## src/rtl/issue_scoreboard_pkg.sv

```systemverilog
// Shared definitions for the decode-stage issue scoreboard: register-file geometry,
// FSM encoding, opcode constants and small decode helpers.
package issue_scoreboard_pkg;

    localparam int NREG       = 16;
    localparam int AW         = 4;
    localparam int WB_LAT_DEF = 3;
    localparam int TMR_W      = 3;

    typedef enum logic {
        S_RUN   = 1'b0,
        S_FLUSH = 1'b1
    } sb_state_e;

    localparam logic [3:0] OPC_NOP = 4'h0;
    localparam logic [3:0] OPC_JMP = 4'hC;

    // One-hot select of a register index.
    function automatic logic [NREG-1:0] reg_onehot(input logic [AW-1:0] addr);
        return {{(NREG-1){1'b0}}, 1'b1} << addr;
    endfunction

endpackage

```

## src/rtl/issue_scoreboard_if.sv

```systemverilog
// Decode/writeback request bundle and scoreboard status returned to decode/fetch.
interface issue_scoreboard_if #(
    parameter int AW   = 4,
    parameter int NREG = 16,
    parameter int CNTW = 16
);
    logic            dec_valid;
    logic [AW-1:0]   dec_ra;
    logic [AW-1:0]   dec_rb;
    logic            dec_use_b;
    logic [AW-1:0]   dec_rd;
    logic            dec_wr;
    logic            dec_jump;
    logic            wb_valid;
    logic [AW-1:0]   wb_addr;
    logic            stall;
    logic            flush;
    logic            issue_ok;
    logic [NREG-1:0] busy_mask;
    logic [CNTW-1:0] stall_cnt;
    logic            sb_err;

    modport master (
        output dec_valid, dec_ra, dec_rb, dec_use_b, dec_rd, dec_wr, dec_jump,
        output wb_valid, wb_addr,
        input  stall, flush, issue_ok, busy_mask, stall_cnt, sb_err
    );

    modport slave (
        input  dec_valid, dec_ra, dec_rb, dec_use_b, dec_rd, dec_wr, dec_jump,
        input  wb_valid, wb_addr,
        output stall, flush, issue_ok, busy_mask, stall_cnt, sb_err
    );
endinterface

```

## src/rtl/issue_scoreboard_timer.sv

```systemverilog
// Countdown for one architectural register: load wins over decrement, busy while nonzero.
module sb_timer
    import issue_scoreboard_pkg::*;
#(
    parameter int LAT = WB_LAT_DEF
) (
    input  logic             clk,
    input  logic             rst,
    input  logic             load_i,
    input  logic             dec_i,
    output logic [TMR_W-1:0] cnt_o,
    output logic             busy_o
);

    logic [TMR_W-1:0] cnt_q, cnt_d;
    logic             busy_q;

    // Next count value.
    always_comb begin
        cnt_d = cnt_q;
        if (load_i) begin
            cnt_d = TMR_W'(LAT);
        end else if (dec_i && (cnt_q != 3'd0)) begin
            cnt_d = cnt_q - 3'd1;
        end else begin
            cnt_d = cnt_q;
        end
    end

    // Count and busy flag registers.
    always_ff @(posedge clk) begin
        if (!rst) begin
            cnt_q  <= 3'd0;
            busy_q <= 1'b0;
        end else begin
            cnt_q  <= cnt_d;
            busy_q <= (cnt_d != 3'd0);
        end
    end

    assign cnt_o  = cnt_q;
    assign busy_o = busy_q;

endmodule

```

## src/rtl/issue_scoreboard.sv

```systemverilog
// Decode-stage scoreboard: per-register write timers, RAW interlock, jump flush
// sequencing, stall performance counter and sticky writeback-consistency error.
module issue_scoreboard
    import issue_scoreboard_pkg::*;
#(
    parameter int WB_LAT    = WB_LAT_DEF,
    parameter int FLUSH_CYC = 1,
    parameter int CNTW      = 16
) (
    input  logic             clk,
    input  logic             rst,
    issue_scoreboard_if.slave sb
);

    logic [NREG-1:0]  load_s;
    logic [NREG-1:0]  busy_s;
    logic [TMR_W-1:0] cnt_s [NREG];

    sb_state_e        state_q, state_d;
    logic [1:0]       fcnt_q, fcnt_d;
    logic             flush_q;
    logic [CNTW-1:0]  stall_cnt_q;
    logic             sb_err_q;

    logic             run_s, raw_s, stall_s, issue_s, wb_ok_s;

    genvar gi;
    generate
        for (gi = 0; gi < NREG; gi++) begin : g_tmr
            sb_timer #(.LAT(WB_LAT)) u_tmr (
                .clk    (clk),
                .rst    (rst),
                .load_i (load_s[gi]),
                .dec_i  (1'b1),
                .cnt_o  (cnt_s[gi]),
                .busy_o (busy_s[gi])
            );
        end
    endgenerate

    // Hazard qualification; ra==rb simply reads the same busy bit twice.
    always_comb begin
        run_s   = (state_q == S_RUN);
        raw_s   = busy_s[sb.dec_ra] | (sb.dec_use_b & busy_s[sb.dec_rb]);
        stall_s = sb.dec_valid & raw_s & run_s;
        issue_s = sb.dec_valid & ~raw_s & run_s;
        load_s  = {NREG{issue_s & sb.dec_wr}} & reg_onehot(sb.dec_rd);
        // A writeback is consistent on the final timer cycle or when the register is being reloaded.
        wb_ok_s = (cnt_s[sb.wb_addr] == 3'd1) | load_s[sb.wb_addr];
    end

    // Run/flush sequencer next state.
    always_comb begin
        state_d = state_q;
        fcnt_d  = fcnt_q;
        case (state_q)
            S_RUN: begin
                if (issue_s && sb.dec_jump) begin
                    state_d = S_FLUSH;
                    fcnt_d  = 2'(FLUSH_CYC - 1);
                end else begin
                    state_d = S_RUN;
                end
            end
            S_FLUSH: begin
                if (fcnt_q == 2'd0) begin
                    state_d = S_RUN;
                end else begin
                    fcnt_d  = fcnt_q - 2'd1;
                end
            end
            default: begin
                state_d = S_RUN;
                fcnt_d  = 2'd0;
            end
        endcase
    end

    // Sequencer, flush, counter and error registers.
    always_ff @(posedge clk) begin
        if (!rst) begin
            state_q     <= S_RUN;
            fcnt_q      <= 2'd0;
            flush_q     <= 1'b0;
            stall_cnt_q <= {CNTW{1'b0}};
            sb_err_q    <= 1'b0;
        end else begin
            state_q <= state_d;
            fcnt_q  <= fcnt_d;
            flush_q <= (state_d == S_FLUSH);
            if (stall_s && (stall_cnt_q != {CNTW{1'b1}})) begin
                stall_cnt_q <= stall_cnt_q + {{(CNTW-1){1'b0}}, 1'b1};
            end
            if (sb.wb_valid && !wb_ok_s) begin
                sb_err_q <= 1'b1;
            end
        end
    end

    assign sb.stall     = stall_s;
    assign sb.issue_ok  = issue_s;
    assign sb.flush     = flush_q;
    assign sb.busy_mask = busy_s;
    assign sb.stall_cnt = stall_cnt_q;
    assign sb.sb_err    = sb_err_q;

endmodule

```

## src/flat_wrapper.sv

```systemverilog
// flat-port wrapper written by rule: the top's interface ports become plain ports
module issue_scoreboard_flat import issue_scoreboard_pkg::*;
#(
    parameter int WB_LAT    = WB_LAT_DEF,
    parameter int FLUSH_CYC = 1,
    parameter int CNTW      = 16
)
  (clk, rst, sb_dec_valid, sb_dec_ra, sb_dec_rb, sb_dec_use_b, sb_dec_rd, sb_dec_wr, sb_dec_jump, sb_wb_valid, sb_wb_addr, sb_stall, sb_flush, sb_issue_ok, sb_busy_mask, sb_stall_cnt, sb_sb_err);
  issue_scoreboard_if #(.AW(4), .NREG(16), .CNTW(CNTW)) sb_i ();
  input  logic clk;
  input  logic rst;
  input wire logic [$bits(sb_i.dec_valid)-1:0] sb_dec_valid;
  input wire logic [$bits(sb_i.dec_ra)-1:0] sb_dec_ra;
  input wire logic [$bits(sb_i.dec_rb)-1:0] sb_dec_rb;
  input wire logic [$bits(sb_i.dec_use_b)-1:0] sb_dec_use_b;
  input wire logic [$bits(sb_i.dec_rd)-1:0] sb_dec_rd;
  input wire logic [$bits(sb_i.dec_wr)-1:0] sb_dec_wr;
  input wire logic [$bits(sb_i.dec_jump)-1:0] sb_dec_jump;
  input wire logic [$bits(sb_i.wb_valid)-1:0] sb_wb_valid;
  input wire logic [$bits(sb_i.wb_addr)-1:0] sb_wb_addr;
  output wire logic [$bits(sb_i.stall)-1:0] sb_stall;
  output wire logic [$bits(sb_i.flush)-1:0] sb_flush;
  output wire logic [$bits(sb_i.issue_ok)-1:0] sb_issue_ok;
  output wire logic [$bits(sb_i.busy_mask)-1:0] sb_busy_mask;
  output wire logic [$bits(sb_i.stall_cnt)-1:0] sb_stall_cnt;
  output wire logic [$bits(sb_i.sb_err)-1:0] sb_sb_err;
  assign sb_i.dec_valid = sb_dec_valid;
  assign sb_i.dec_ra = sb_dec_ra;
  assign sb_i.dec_rb = sb_dec_rb;
  assign sb_i.dec_use_b = sb_dec_use_b;
  assign sb_i.dec_rd = sb_dec_rd;
  assign sb_i.dec_wr = sb_dec_wr;
  assign sb_i.dec_jump = sb_dec_jump;
  assign sb_i.wb_valid = sb_wb_valid;
  assign sb_i.wb_addr = sb_wb_addr;
  assign sb_stall = sb_i.stall;
  assign sb_flush = sb_i.flush;
  assign sb_issue_ok = sb_i.issue_ok;
  assign sb_busy_mask = sb_i.busy_mask;
  assign sb_stall_cnt = sb_i.stall_cnt;
  assign sb_sb_err = sb_i.sb_err;
  issue_scoreboard #(.WB_LAT(WB_LAT), .FLUSH_CYC(FLUSH_CYC), .CNTW(CNTW)) u_core (.clk(clk), .rst(rst), .sb(sb_i));
endmodule
```

## config.mk

```make
export PLATFORM = sky130hd
export DESIGN_NAME = issue_scoreboard_flat
export DESIGN_NICKNAME = d
export VERILOG_FILES = /design/src/rtl/issue_scoreboard_pkg.sv /design/src/rtl/issue_scoreboard_if.sv /design/src/rtl/issue_scoreboard_timer.sv /design/src/rtl/issue_scoreboard.sv /design/src/flat_wrapper.sv
export SDC_FILE = /design/constraint.sdc
export NUM_CORES = 1
export LEC_CHECK = 0
export BUFFER_PORTS_ARGS = -buffer_cell sky130_fd_sc_hd__buf_2
export CAP_MARGIN = 40
export CORE_AREA = 4 4 110 86
export CTS_CLUSTER_SIZE = 28
export DETAILED_ROUTE_END_ITERATION = 7
export DIE_AREA = 0 0 114 90
export GPL_TIMING_DRIVEN = 0
export PLACE_DENSITY_LB_ADDON = 0.15
export SKIP_CTS_REPAIR_TIMING = 1
export SYNTH_ARGS = -nofsm -noshare
export SYNTH_HDL_FRONTEND = slang
export SYNTH_SLANG_ARGS = --single-unit
export TNS_END_PERCENT = 20
```

## constraint.sdc

```tcl
create_clock -name clk -period 4.9 [get_ports clk]
set_input_delay 0.49 -clock clk [delete_from_list [all_inputs] [get_ports clk]]
set_output_delay 0.49 -clock clk [all_outputs]
set_load 0.01 [all_outputs]
```

==> parameters.txt <==
Parameter                              Value

Floorplanning
  Die Span X ... between 100 and 150 um
  Starting utilization of the core area ... 0.6229
  I/O pin count ... 59
  Die area ... 10260 um^2
  Placeable core region ... 8346 um^2
  Placement row count ... 29
  Die Span Y ... 90 um

Worst hold path
  Hold path startpoint ... sb_dec_jump
  Min-delay worst type ... in2reg

Finish
  Commonest non-fill, non-tap cell in the layout ... dfxtp_1
  Leading cell types in the layout, fill and taps excluded ... dfxtp_1, buf_2, nor2_1, a21oi_1, inv_1
  Number of filler cells placed in the layout ... 686
  Footprint of the flip-flops and latches ... 1682 um^2
  Fraction of layout instances using a drive strength above 1 ... 0.1799
  Total area of multi-input combinational cells ... 3124 um^2
  Number of antenna cells inserted ... 0
  Number of nets at the end of the flow ... 708
  Area added between synthesis and finish ... 14.08%

Run
  Number of maximum-capacitance violations ... 0

Clock tree
  CTS Buf Count ... 9
  Maximum count of clock buffers along a single path ... 2
  CTS clk-pin slew, worst paths ... around 0.06 ns
  Root Driver ... clkbuf_16
  Clock tree from TritonCTS ... yes
  Clock Latency Late Sink ... ~0.34 ns
  Htree depth ... 3
  Clock sink count ... 84

Worst setup path
  Cells along the critical path ... mux4_1, mux2_2, mux2i_4, and3_2, buf_4, buf_6, nor2_1, buf_2
  Required time at the worst-slack endpoint ... 4.41 ns
  Category of the worst setup path launch point ... register
  Startpoint of the lowest-slack register-to-register path ... u_core.sb.stall_cnt[2]
  Critical Path Start ... u_core.g_tmr[10].u_tmr.busy_o
  Crit Path Class ... reg2out
  Crit-path max cell delay ... 0.51 ns
  Max stage delay cell, worst path ... mux4_1
  Critical path arrival ... about 2.4 ns
  Critical path endpoint category ... primary output
  Critical path peak fanout ... 10

Route
  Remaining number of nets flagged by the antenna check after routing ... 0
  Total number of vias ... ~4600
  Initial DRT Pass Iterations ... 6
  Final wirelength ... 12510 um
  Via density ... 5.986
  Routed length per instance ... 16.38 um
  Detailed-route DRC error count ... 0
  Starting DRT DRC Count ... 406

Synth
  Total of warnings raised by yosys ... 0
  Instance count of the mapped netlist ... 586
  Syn_area_per_cell ... 8.872 um^2
  Number of enable flip-flop cells after synthesis ... 0
  Synthesized-area fraction occupied by ao, oa, aoi and oai cells ... 0.1704
  Post-synthesis xor/xnor area fraction ... 0.03201
  Number of distinct standard cells referenced by the synthesized netlist ... between 50 and 60
  Dominant combinational cell family by area after synthesis ... simple AND/OR/NAND/NOR gates
  Synthesis-stage register bit count ... 84
  Multiplexer fraction of the synthesized cell area ... 0.1037
  Sequential-to-total area share from yosys stat ... 0.3235
  Adder-cell share of the synthesized area ... 0.08183
  Simple-gate portion of the synthesized area ... 0.2130
  Number of nets in the synthesized netlist ... ~640
  Fraction of registers with async set/reset ... 0
  Post-Syn Area ... ~5200 um^2
  Most used flip-flop cell after synthesis ... dfxtp_1

Place
  Number of input and output port buffers inserted ... 54
  Gp weighted congestion ... 0.8683
  Detail Placement HPWL ... 9458 um

Pwr
  Power per cell area ... 641.9 nW/um^2
  Worst VDD drop ... 0.0004357 V
  Static Leakage ... 0.002483 uW
  Pwr Total ... approximately 3800 uW

Status
  Result of the run ... finished, final reports clean

Timing
  Final setup violation count ... 0
  Fraction of the cycle the final worst path needs ... 0.5942
  Maximum clock frequency ... roughly 340 MHz
  Number of hold-slack violations in the final timing report ... 0
  Post-Route Setup TNS ... 0 ns
  Slew Limit Headroom ... 0.5502
  Transition time at the pin with the least slew margin ... roughly 0.67 ns
  Clock tree skew after final layout ... 0.005489 ns
  RSZ-0062 raised after global routing ... false
  Number of pins with negative max-slew slack in the final report ... 0
  Minimum period implied by the final worst setup slack ... 2.912 ns

GRT
  Antenna violations before repair ... 0
  First-pass GRT wire length ... 20530 um
  Gr ovfl total ... 0
  Pin count of the biggest net entering global routing ... 15
  Vias in the first global route ... approximately 4300
  GRT Resource Usage Total ... 0.2469
==> state kept, by name (all words and copies together) (netlist names) <==
signal and count:
u_core.sb.sb_err 1, u_core.state_q 1, u_core.g_tmr.u_tmr.busy_o 16, u_core.fcnt_q 2, u_core.g_tmr.u_tmr.cnt_o 48, u_core.sb.stall_cnt 16
==> layer usage <==
metal  track usage  part of all wire
met4       0.06627             0.011
met5             0                 0
met1        0.3289              0.44
met3       0.05503             0.072
met2        0.4030              0.48
==> Yosys cell counts, types with 7 or more instances <==
cell      number  share of area
ha_1          34          0.082
nand3_1       13          0.013
clkbuf_1      15          0.011
mux2i_1       22          0.042
nand2_1       17          0.012
nand2b_1      23          0.028
o31ai_1        7          0.010
a21oi_1       47          0.045
nor3_1        38          0.037
nor2_1        54          0.039
dfxtp_1       84           0.32
inv_1         44          0.032
mux2_2        11          0.024
nor3_4         7          0.022
xnor2_1       18          0.030
o21a_1        35          0.051
o31a_1        14          0.024
a31oi_1       12          0.014
buf_4         18          0.026
==> critical path: cells and delay by family (launching register included) <==
kind / cells / cell delay [ns]
buffers and inverters: 3 / 0.46
flip-flops: 1 / 0.36
multiplexers: 3 / 1.00
AND/OR/NAND/NOR: 2 / 0.26
==> power by group <==
group | internal, uW | switching, uW
Combinational | 927 | 992
Clock | 460 | 280
Sequential | 927 | 221
Total | 2310 | 1490
==> area by class of cell <==
type                       instances  area share
buffer                            36     0.03840
clock buffer                      10     0.04030
clock inverter                     6     0.01477
inverter                          44     0.02785
multi-input combinational        422      0.5268
sequential                        84      0.2835
tap                              108     0.02278
timing repair buffer              54     0.04557
==> worst paths after layout <==
| kind | slack, ns | cells past startpoint | end |
|---|---|---|---|
| max | 1.99 | 8 | sb_stall |
| min | 0.46 | 3 | u_core.state_q |
| max reg2reg | 2.29 | 7 | u_core.sb.stall_cnt[14] |
| min reg2reg | 0.48 | 2 | u_core.sb.stall_cnt[15] |
==> kinds of logic after synthesis <==
group,after synthesis
xor+xnor,19
simple gates,195
mux,41
fa+ha+maj,34
buf+inv,80
compound gates,133
flops,84
==> metrics by stage <==
step                setup slack (ns)  instance area, um^2    util  hold WS, ns  instances
detailed placement             2.002                 5604  0.6715       0.4711        748
global placement               2.020                 5604  0.6715       0.4660        748
CTS                            1.995                 5931  0.7106       0.4464        764
floorplan                      2.447                 5199       -       0.4794        586
global route                   1.902                 5931  0.7106       0.4735        764
finish                         1.988                 5931  0.7106       0.4555        764
(Power assumes the default switching activity.)
